[src/rtl/fetch_unit.sv]
// fetch_unit -- single-outstanding instruction fetch front end.
//
// Issues one word request at a time to instruction memory, captures the
// returned word, and holds it for the decoder until the core takes it.
// The next PC is chosen on the handoff cycle: the redirect target when
// redirect_valid is set, otherwise pc+4 (wrapping modulo 2^32).
//
// Optional feature: define FETCH_MISALIGN_TRAP_EN to trap a handoff whose
// redirect target is not word aligned. The unit then parks in a fault
// state, raises fetch_fault and stops fetching until reset. Without the
// macro the target's low two bits are cleared and fetching continues.
//
// Ports
//   clk, reset        rising-edge clock, asynchronous active-high reset
//   imem_req_*        request channel (valid/ready/addr) to instruction memory
//   imem_rsp_*        response channel (valid/data) from instruction memory
//   instr_valid/ready held instruction handshake with the core
//   instr, opcode     held instruction word and its [6:0] field
//   instr_pc          address of the held instruction
//   redirect_valid/pc next-PC override, sampled only on handoff
//   retired_count     number of instructions handed off (wraps)
//   fetch_fault       misaligned redirect trapped (FETCH_MISALIGN_TRAP_EN only)
module fetch_unit #(
  parameter logic [31:0] RESET_PC = 32'h0000_0000
) (
  input  logic        clk,
  input  logic        reset,
  output logic        imem_req_valid,
  input  logic        imem_req_ready,
  output logic [31:0] imem_req_addr,
  input  logic        imem_rsp_valid,
  input  logic [31:0] imem_rsp_data,
  output logic        instr_valid,
  input  logic        instr_ready,
  output logic [31:0] instr,
  output logic [6:0]  opcode,
  output logic [31:0] instr_pc,
  input  logic        redirect_valid,
  input  logic [31:0] redirect_pc,
`ifdef FETCH_MISALIGN_TRAP_EN
  output logic        fetch_fault,
`endif
  output logic [31:0] retired_count
);

  localparam logic [1:0] S_REQ   = 2'd0;
  localparam logic [1:0] S_WAIT  = 2'd1;
  localparam logic [1:0] S_HOLD  = 2'd2;
`ifdef FETCH_MISALIGN_TRAP_EN
  localparam logic [1:0] S_FAULT = 2'd3;
`endif

  logic [1:0]  state;
  logic [31:0] pc;
  logic [31:0] instr_q;
  logic [31:0] instr_pc_q;
  logic [31:0] retired_q;
  // Cleared by reset and set on the first clock afterwards, so the request
  // is held off while reset is asserted without gating an output by an input.
  logic        live;
`ifdef FETCH_MISALIGN_TRAP_EN
  logic        fault_q;
`endif

  always_ff @(posedge clk or posedge reset) begin
    if (reset) begin
      state      <= S_REQ;
      pc         <= RESET_PC;
      instr_q    <= 32'h0;
      instr_pc_q <= 32'h0;
      retired_q  <= 32'h0;
      live       <= 1'b0;
`ifdef FETCH_MISALIGN_TRAP_EN
      fault_q    <= 1'b0;
`endif
    end else begin
      live <= 1'b1;
      case (state)
        S_REQ: begin
          if (live && imem_req_ready) state <= S_WAIT;
        end
        S_WAIT: begin
          if (imem_rsp_valid) begin
            instr_q    <= imem_rsp_data;
            instr_pc_q <= pc;
            state      <= S_HOLD;
          end
        end
        S_HOLD: begin
          if (instr_ready) begin
            retired_q <= retired_q + 32'd1;
            state     <= S_REQ;
            if (redirect_valid) begin
`ifdef FETCH_MISALIGN_TRAP_EN
              pc <= redirect_pc;
              if (redirect_pc[1:0] != 2'b00) begin
                fault_q <= 1'b1;
                state   <= S_FAULT;
              end
`else
              pc <= redirect_pc & ~32'h3;
`endif
            end else begin
              pc <= pc + 32'd4;
            end
          end
        end
`ifdef FETCH_MISALIGN_TRAP_EN
        S_FAULT: state <= S_FAULT;
`endif
        default: state <= S_REQ;
      endcase
    end
  end

  assign imem_req_valid = live && (state == S_REQ);
  assign imem_req_addr  = pc;
  assign instr_valid    = (state == S_HOLD);
  assign instr          = instr_q;
  assign opcode         = instr_q[6:0];
  assign instr_pc       = instr_pc_q;
  assign retired_count  = retired_q;
`ifdef FETCH_MISALIGN_TRAP_EN
  assign fetch_fault    = fault_q;
`endif

endmodule

[config.mk]
export PLATFORM = sky130hd
export DESIGN_NAME = fetch_unit
export DESIGN_NICKNAME = d
export VERILOG_FILES = /design/src/rtl/fetch_unit.sv
export SDC_FILE = /design/constraint.sdc
export NUM_CORES = 1
export LEC_CHECK = 0
export BUFFER_PORTS_ARGS = -buffer_cell sky130_fd_sc_hd__buf_2
export CORE_MARGIN = 2
export CORE_UTILIZATION = 25
export DETAILED_ROUTE_END_ITERATION = 8
export PLACE_DENSITY = 0.48
export SLEW_MARGIN = 40
export SYNTH_ARGS = -nofsm -noshare
export SYNTH_HDL_FRONTEND = slang
export SYNTH_SLANG_ARGS = --single-unit
[constraint.sdc]
create_clock -name clk -period 6.3 [get_ports clk]
set_input_delay 0.315 -clock clk [delete_from_list [all_inputs] [get_ports clk]]
set_output_delay 0.315 -clock clk [all_outputs]
set_load 0.1 [all_outputs]
==> results of run 1 <==
-- how the worst max path moves through the flow --
| stage | startpoint | end | slack (ns) | depth (start not counted) |
|---|---|---|---|---|
| after floorplan | reset | imem_req_addr[10] | 2.60 | 1 |
| after global placement | redirect_valid | imem_req_addr[16] | 3.80 | 7 |
| after detailed placement | redirect_valid | imem_req_addr[16] | 3.84 | 7 |
| after CTS | imem_req_addr[2] | imem_req_addr[22] | 3.99 | 6 |
| after global routing | imem_req_addr[2] | imem_req_addr[22] | 3.77 | 6 |
| final | imem_req_addr[2] | imem_req_addr[22] | 3.99 | 6 |
-- state kept, by name, indices dropped and copies added (netlist names) --
name           count
imem_req_addr     30
retired_count     32
instr_pc          30
state              2
instr             32
live               1
-- Yosys cell counts, drive strengths merged, types with 8 or more instances --
master    n
nand3    33
o21ai    24
nor2     28
clkbuf   22
nand2    35
nor3     14
xnor2    24
and3     10
inv       8
dfrtp   127
mux2     61
nand4    18
buf      18
a21oi    24
-- cell families after synthesis --
logic type / share of synthesized area, %
other: 0.126
and+or+nand+nor: 16.3
DFF: 53.5
buffers and inverters: 3.85
AOI/OAI and AO/OA: 9.52
adders and majority gates: 0.421
xor gates and xnor gates: 4.57
muxes: 11.7
-- through the flow --
step / utilization [%] / setup WS, ns / std cells / hold WS (ns)
6_report: 33.2 / 3.99 / 1054 / -0.00118
2_1_floorplan: - / 2.60 / 537 / 0.423
5_1_grt: 33.2 / 3.77 / 1053 / 0.0423
3_3_place_gp: 30.7 / 3.80 / 1021 / 0.456
3_5_place_dp: 30.8 / 3.84 / 1021 / 0.462
4_1_cts: 33.2 / 3.99 / 1053 / 0.00921
-- worst register-to-register path, stage by stage (launching register included) --
cell      delay (ns)
dfrtp_1         0.48
ha_1            0.29
nand4_1         0.35
nor4_4          0.50
and2_1          0.28
a221oi_1        0.10
nor3_1          0.21
-- layout make-up --
cell class | count | area [µm²]
antenna | 1 | 2.50
clock buffer | 18 | 439
clock inverter | 14 | 134
fill | 2463 | 15600
inverter | 8 | 35.0
multi-input combinational | 362 | 2540
sequential | 127 | 3180
tap | 319 | 399
timing repair buffer | 205 | 1050
-- per-layer routing --
metal / up-vias / wire length, µm
li1: 2315 / -
met1: 2333 / 8080
met2: 144 / 7650
met3: 8 / 1080
met4: 0 / 114
met5: - / 0
==> impl_results.md, run 1 <==
* Max Slew Vio Count at 0
* Drt total wl at ~17000 µm
* Top cell type's share of synthesized area at 53.5%
* DR vias at 4800
* F_max at roughly 430 MHz
* Post-synthesis area per instance at about 11 µm²
* Worst hold path type: in2async
* RR Startpoint: imem_req_addr[2]
* Vias in the first global route at approximately 4700
* Unique masters post-synth at ~60
* Hold Fails Final Rpt at 3
* Global-route met1 utilization at 19.0%
* Number of vias per cell at 4.55
* M3 GR Usage at under 10%
* Failing checks: hold timing
* Die footprint at 0.0250 mm²
* Post-Syn Area at approximately 0.0059 mm²
* Async SR Flop Fraction at 100%
* Layout cells sized above 1 at between 40% and 50%
* NumNets Final at 793
* GPL Wtd Cong at between 0.7 and 0.8
* Die Width at roughly 160 µm
* Most used routing layer: met2
* Reg2reg end: imem_req_addr[22]
* Commonest non-fill, non-tap cells in the layout: buf_2 (200), dfrtp_1 (127), mux2_2 (61), nand2_1 (35), nand3_1 (33)
* Rows at 56
* DRT antenna net count at 0
* Final instance area at roughly 0.0078 mm²
* Clk Latency, worst-skew pair at 0.42 ns
* Crit path largest cell delay at roughly 0.50 ns
* Area delta synth->final at 30.9%
* Crit path capture type: flop
* Main flop type after synthesis: dfrtp_1
* H-tree depth at 4
* Cells after Synth at about 530
* I/O pin count at between 200 and 250
* Worst Path Buf+Inv at 0
* YS warnings at 0
* Slew headroom at between 40% and 50%
* CTS Hold Bufs at 0
* Critical Path RT at roughly 6.6 ns
* Final setup violation count at 0
* Most common cell after layout, fill and taps aside: buf_2
* CTS Buffer Depth at 2
* Post-DP HPWL at between 10000 and 15000 µm
* Grt met2 use at approximately 21%
* DRC at 0
* Tightest Pin Transition at 0.827 ns
* Worst setup SP type: flop
* Largest delay contributor family on the critical path: simple AND/OR/NAND/NOR gates
* RSZ-0062 raised after global routing: no
* Tcrit/Tclk final at a little over a third
* DP Area at approximately 0.0072 mm²
* Minimum clock period at ~2.3 ns
* MaxCap Viol Count at 0
* Initial Util at 25.4%
* Grt total ovfl at 0
* Largest net degree at the start of global routing at between 60 and 70
* Critical Path AT at 2.63 ns
* Run status: finished, violations left
* Critical-path cell list: ha_1 > nand4_1 > nor4_4 > and2_1 > a221oi_1 > nor3_1
* Setup clock skew after layout at between 0.008 and 0.009 ns
* WS Path Type: reg2reg
* Number of synthesized flops with an enable pin at 0
* Crit-path slowest cell: nor4_4
* Reg2Reg Depth at 6
* R2r setup slk at about 4 ns
* GRT Total Usage at between 10% and 20%
* 1st-iter DRT viols at around 290
* Root buffer cell: clkbuf_16
* First-pass GRT wire length at approximately 27000 µm
* Hold_ws at -0.00118 ns
* CTS tree: yes
* Post-CTS sizing at 0
* Cell taking the most area after synthesis: dfrtp_1
* Area of the core at between 0.02 and 0.025 mm²
* Setup tns final at 0 ns
* Clk slew on worst S/H paths at about 0.06 ns
* #FFs+latches synth at 127
* Drt wl/cell at between 15 and 20 µm
* Initial DRT Pass Iterations at 4
* Vert. Die Dim at around 160 µm
* Post-CTS setup buffers at 0
* Number of port buffers at 200
* Sequential area share after synthesis at between 50% and 60%
* Antenna violations before repair at 0
* Cts bufs inserted at 17
* CTS Sinks at 127
* Max Fanout on Critical Path at 8
* Main area contributors after synthesis: dfrtp_1 (53%), mux2_2 (12%), xnor2_1 (3.5%), nand3_1 (2.8%), nand2_1 (2.2%)
Power of run 1 is not shown: default switching activity piles up to over one toggle a cycle in this logic, so the estimate is an artifact.
==> inputs of run 2 (changes only) <==
PLACE_DENSITY = 0.49   (was 0.48)
clock period = 2.05 ns   (was 6.3 ns; I/O delays follow)
==> run 2 against run 1 <==
  * Sequential cell count unchanged
  * Critical path type unchanged
  * Critical endpoint is now retired_count[30]
  * The run now ends clean
  * Wire length up 4.6%
  * Critical path depth down 1
  * Largest cell class unchanged
==> impl_results.md, run 2 (synthesis gave the netlist of run 1 again) <==
* CTS tree: yes (unchanged)
* Worst hold path type: in2reg (was in2async)
* F_max at 557 MHz (was 433 MHz)
* I/O pin count at 207 (unchanged)
* DR vias at 5049 (was 4800)
* Grt met2 use at 22.2% (was 21.4%)
* Number of vias per cell at 4.51 (was 4.55)
* First-pass GRT wire length at 27100 µm (was 26600 µm)
* MaxCap Viol Count at 0 (unchanged)
* Drt wl/cell at 15.8 µm (was 16.1 µm)
* Setup clock skew after layout at 0.0125 ns (was 0.00829 ns)
* Number of port buffers at 200 (unchanged)
* Rows at 56 (unchanged)
* Post-CTS sizing at 0 (unchanged)
* Layout cells sized above 1 at 47.3% (was 42.4%)
* NumNets Final at 859 (was 793)
* Post-DP HPWL at 12400 µm (was 11700 µm)
* Critical Path RT at 2.36 ns (was 6.63 ns)
* Cts bufs inserted at 17 (unchanged)
* Placed cells at 1036 (was 1021)
* CP startpoint: state[0] (was imem_req_addr[2])
* GPL Wtd Cong at 0.762 (was 0.735)
* Hold path start: redirect_pc[29]
* Reg2Reg Depth at 5 (was 6)
* Largest net degree at the start of global routing at 41 (was 67)
* DRT antenna net count at 0 (unchanged)
* Antenna violations before repair at 0 (unchanged)
* Clk Latency, worst-skew pair at 0.42 ns (about the same)
* DRC at 0 (unchanged)
* Commonest non-fill, non-tap cells in the layout: buf_2 (200), dfrtp_1 (79), mux2_2 (61), dlygate4sd3_1 (50), dfrtp_2 (48) (was buf_2 (200), dfrtp_1 (127), mux2_2 (61), nand2_1 (35), nand3_1 (33))
* Initial Util at 25.4% (unchanged)
* Setup tns final at 0 ns (unchanged)
* Die footprint at 0.0250 mm² (unchanged)
* Antenna fix cells at 0 (was 1)
* Vias in the first global route at 4887 (was 4701)
* Grt total ovfl at 0 (unchanged)
* CTS Sinks at 127 (unchanged)
* Clk slew on worst S/H paths at 0.06 ns (about the same)
* GRT Total Usage at 14.0% (was 13.8%)
* CTS Buffer Depth at 2 (unchanged)
* Hold Fails Final Rpt at 0 (was 3)
* Minimum clock period at 1.79 ns (was 2.31 ns)
* Fin cells at 1119 (was 1054)
* Setup WS post-layout at 0.255 ns (was 3.99 ns)
* H-tree depth at 4 (unchanged)
* M3 GR Usage at 3.56% (was 3.91%)
* Max Slew Vio Count at 0 (unchanged)
* Final design utilization at 36.8% (was 33.2%)
* Area of the core at 0.0234 mm² (unchanged)
* Crit path capture type: flop (unchanged)
* Root buffer cell: clkbuf_16 (unchanged)
* RR Startpoint: state[0] (was imem_req_addr[2])
* Most common cell after layout, fill and taps aside: buf_2 (unchanged)
* 1st-iter DRT viols at 258 (was 286)
* Tightest Pin Transition at 0.570 ns (was 0.827 ns)
* RSZ-0062 raised after global routing: no (unchanged)
* Die Width at 158 µm (unchanged)
* Worst hold path depth at 4
* Run status: finished, final reports clean (was finished, violations left)
* Final setup violation count at 0 (unchanged)
* Max Fanout on Critical Path at 6 (was 8)
* Drt total wl at 17700 µm (was 16900 µm)
* Pre-CTS setup slack at 0.135 ns (was 3.84 ns)
* Initial DRT Pass Iterations at 4 (unchanged)
* Worst setup SP type: flop (unchanged)
* Global-route met1 utilization at 18.7% (was 19.0%)
* Critical Path AT at 2.10 ns (was 2.63 ns)
* Tcrit/Tclk final at 87.6% (was 36.6%)
* Area delta synth->final at 44.8% (was 30.9%)
* WS Path Type: reg2reg (unchanged)
* Slew headroom at 61.9% (was 44.8%)
* Most used routing layer: met2 (unchanged)
* Vert. Die Dim at 158 µm (unchanged)
-- run 2: changes by cell type in the layout (fill, tap and decap cells not counted), moves of 2 or more --
cell and change:
buf_6 -2, buf_4 +12, clkinv_4 -3, dfrtp_2 +48, clkinv_2 -2, buf_12 +6, inv_8 +3, dlygate4sd3_1 +50
bufinv_16 +2, dfrtp_1 -48
-- run 2: layout make-up --
cell class,count,area (µm²)
fillers,2374,14800
flip-flops and latches,127,3240
multi-input cells,362,2570
repair buffers,271,1730
clock buffers,17,425
well taps,319,399
clock inverters,15,200
inverters,8,33.8
-- run 2: worst paths after layout --
path	slack, ns	endpoint
max	0.26	retired_count[30]
min	0.02	imem_req_addr[29]
max reg2reg	0.26	retired_count[30]
min reg2reg	0.47	retired_count[31]
max in group asynchronous	1.14	retired_count[21]
min in group asynchronous	0.30	instr[7]
-- run 2: routing by layer --
metal	vias to the layer above	routed length [µm]
met1	2435	8000
li1	2431	-
met4	0	168
met3	10	1370
met2	173	8160
met5	-	0
-- run 2: metrics by stage --
stage / hold WS (ns) / instance area (µm²)
after global placement: 0.200 / 7470
after CTS: 0.000792 / 8600
after detailed placement: 0.198 / 7470
final: 0.0192 / 8600
after floorplan: 0.211 / 6060
after global routing: 0.0216 / 8600
-- run 2: critical path, stage by stage, from the launching register on --
cell and delay (ns):
dfrtp_1 0.42, and4b_2 0.36, nand4_1 0.20, nor4_4 0.41, nand4_1 0.15, xnor2_1 0.14
-- run 2: repair_timing --
item | CTS | global route
hold buffers | 50 | 0
setup endpoints to repair | 0 | 3
buffers inserted | 0 | 1
hold endpoints to repair | 67 | 0
Power of run 2 is left out for the same reason.
==> inputs of run 3 (changes only) <==
CTS_CLUSTER_SIZE = 24   (was unset)
RECOVER_POWER = 50   (was unset)
==> run 3 against run 2 <==
  * Critical path depth unchanged
  * First-iteration DRC count up 17%
  * Wire length unchanged
  * Cell count unchanged
  * Critical endpoint unchanged
  * Worst hold slack worse by 0.0015 ns
==> impl_results.md, run 3 (synthesis gave the netlist of run 1 again) <==
* Run status: finished, final reports clean (unchanged)
* Critical Path AT at 2.10 ns (about the same)
* Vias in the first global route at 4887 (unchanged)
* CTS Buffer Depth at 2 (unchanged)
* Drt total wl at 17700 µm (unchanged)
* Clk slew on worst S/H paths at 0.06 ns (about the same)
* WS Path Type: reg2reg (unchanged)
* Worst Path Buf+Inv at 0 (unchanged)
* Clk Latency, worst-skew pair at 0.42 ns (about the same)
* 1st-iter DRT viols at 302 (was 258)
* Placed cells at 1036 (unchanged)
* H-tree depth at 4 (unchanged)
* Root buffer cell: clkbuf_16 (unchanged)
* GRT Total Usage at 14.0% (unchanged)
* GPL Wtd Cong at 0.762 (unchanged)
* Commonest non-fill, non-tap cells in the layout: buf_2 (140), dfrtp_1 (79), mux2_2 (61), clkbuf_1 (58), dlygate4sd3_1 (50) (was buf_2 (200), dfrtp_1 (79), mux2_2 (61), dlygate4sd3_1 (50), dfrtp_2 (48))
* Crit path capture type: flop (unchanged)
* I/O pin count at 207 (unchanged)
* Max Slew Vio Count at 0 (unchanged)
* Drt wl/cell at 15.8 µm (unchanged)
* F_max at 557 MHz (about the same)
* Worst hold path type: in2reg (unchanged)
* Final instance area at 0.00848 mm² (was 0.00860 mm²)
* Die Width at 158 µm (unchanged)
* DR vias at 5059 (was 5049)
* First-pass GRT wire length at 27100 µm (unchanged)
* CTS Sinks at 127 (unchanged)
* Antenna violations before repair at 0 (unchanged)
* Die footprint at 0.0250 mm² (unchanged)
* Vert. Die Dim at 158 µm (unchanged)
* Grt total ovfl at 0 (unchanged)
* Minimum clock period at 1.80 ns (was 1.79 ns)
* Worst setup SP type: flop (unchanged)
* Setup tns final at 0 ns (unchanged)
* Area delta synth->final at 42.8% (was 44.8%)
* Slew headroom at 20.1% (was 61.9%)
* CP most frequent cell: nand4_1 (unchanged)
* Fillers at 2412 (was 2374)
* Post-DP HPWL at 12400 µm (unchanged)
* Critical Path RT at 2.35 ns (was 2.36 ns)
* Setup clock skew after layout at 0.0106 ns (was 0.0125 ns)
* DP Area at 0.00747 mm² (unchanged)
* Critical-path cell list: and4b_2 > nand4_1 > nor4_4 > nand4_1 > xnor2_1 (unchanged)
* Initial DRT Pass Iterations at 5 (was 4)
* Largest net degree at the start of global routing at 41 (unchanged)
* Crit path largest cell delay at 0.42 ns (about the same)
* Largest delay contributor family on the critical path: simple AND/OR/NAND/NOR gates (unchanged)
* Hold Fails Final Rpt at 0 (unchanged)
* Final design utilization at 36.2% (was 36.8%)
* Tightest Pin Transition at 1.20 ns (was 0.570 ns)
* DRT antenna net count at 0 (unchanged)
* Cts bufs inserted at 17 (unchanged)
* Tcrit/Tclk final at 87.6% (about the same)
* Initial Util at 25.4% (unchanged)
* DRC at 0 (unchanged)
* CTS tree: yes (unchanged)
* Rows at 56 (unchanged)
* Layout cells sized above 1 at 40.0% (was 47.3%)
* NumNets Final at 859 (unchanged)
* Crit-path slowest cell: dfrtp_1 (unchanged)
* Number of vias per cell at 4.52 (was 4.51)
* Post-CTS sizing at 0 (unchanged)
* Area of the core at 0.0234 mm² (unchanged)
* Number of port buffers at 200 (unchanged)
* Max Fanout on Critical Path at 6 (unchanged)
* MaxCap Viol Count at 0 (unchanged)
* Most common cell after layout, fill and taps aside: buf_2 (unchanged)
* Fin cells at 1119 (unchanged)
* RSZ-0062 raised after global routing: no (unchanged)
* Antenna fix cells at 0 (unchanged)
* Final setup violation count at 0 (unchanged)
run 3: cell types whose count changed in the layout (fill, tap and decap cells not counted), sizes merged:
| cell | delta |
|---|---|
| buf | -65 |
| clkbuf | +65 |
run 3: timing repair:
item / in CTS / in global routing
endpoints found under the setup margin: 0 / 3
endpoints found under the hold margin: 67 / 0
buffers inserted: 0 / 1
hold buffers: 50 / 0
run 3: per-layer routing:
layer | part of all wire, % | track usage, % | vias to the layer above
li1 | - | - | 2436
met1 | 46 | 18.7 | 2445
met2 | 46 | 22.2 | 165
met3 | 6.9 | 3.56 | 13
met4 | 1.1 | 4.42 | 0
met5 | 0 | 0 | -
run 3: worst min-delay path, delay by kind of cell:
kind | cells | cell delay (ns)
AOI/OAI and AO/OA | 2 | 0.20
buffers and inverters | 1 | 0.09
run 3: worst paths after layout:
| kind | start | endpoint | slack (ns) | cells past startpoint |
|---|---|---|---|---|
| setup / recovery | state[0] | retired_count[30] | 0.25 | 5 |
| hold / removal | redirect_pc[18] | imem_req_addr[18] | 0.02 | 3 |
| setup reg to reg | state[0] | retired_count[30] | 0.25 | 5 |
| hold reg to reg | retired_count[22] | retired_count[22] | 0.48 | 1 |
| max in group asynchronous | reset | imem_req_addr[22] | 0.43 | 4 |
| min in group asynchronous | reset | instr[7] | 0.40 | 3 |
run 3: through the flow:
stage	setup slack, ns	hold WS [ns]
floorplan	-0.00364	0.211
detailed placement	0.135	0.198
global placement	0.132	0.200
global route	0.0843	0.0216
finish	0.254	0.0177
CTS	0.124	0.000792
run 3: layout make-up:
cell class	instances	area, µm²	area share, %
Inverter	8	31.3	0.369
Tap cell	319	399	4.71
Clock inverter	15	200	2.36
Multi-Input combinational cell	362	2570	30.3
Timing Repair Buffer	271	1610	19.0
Sequential cell	127	3240	38.2
Clock buffer	17	425	5.02
Power of run 3 is left out for the same reason.
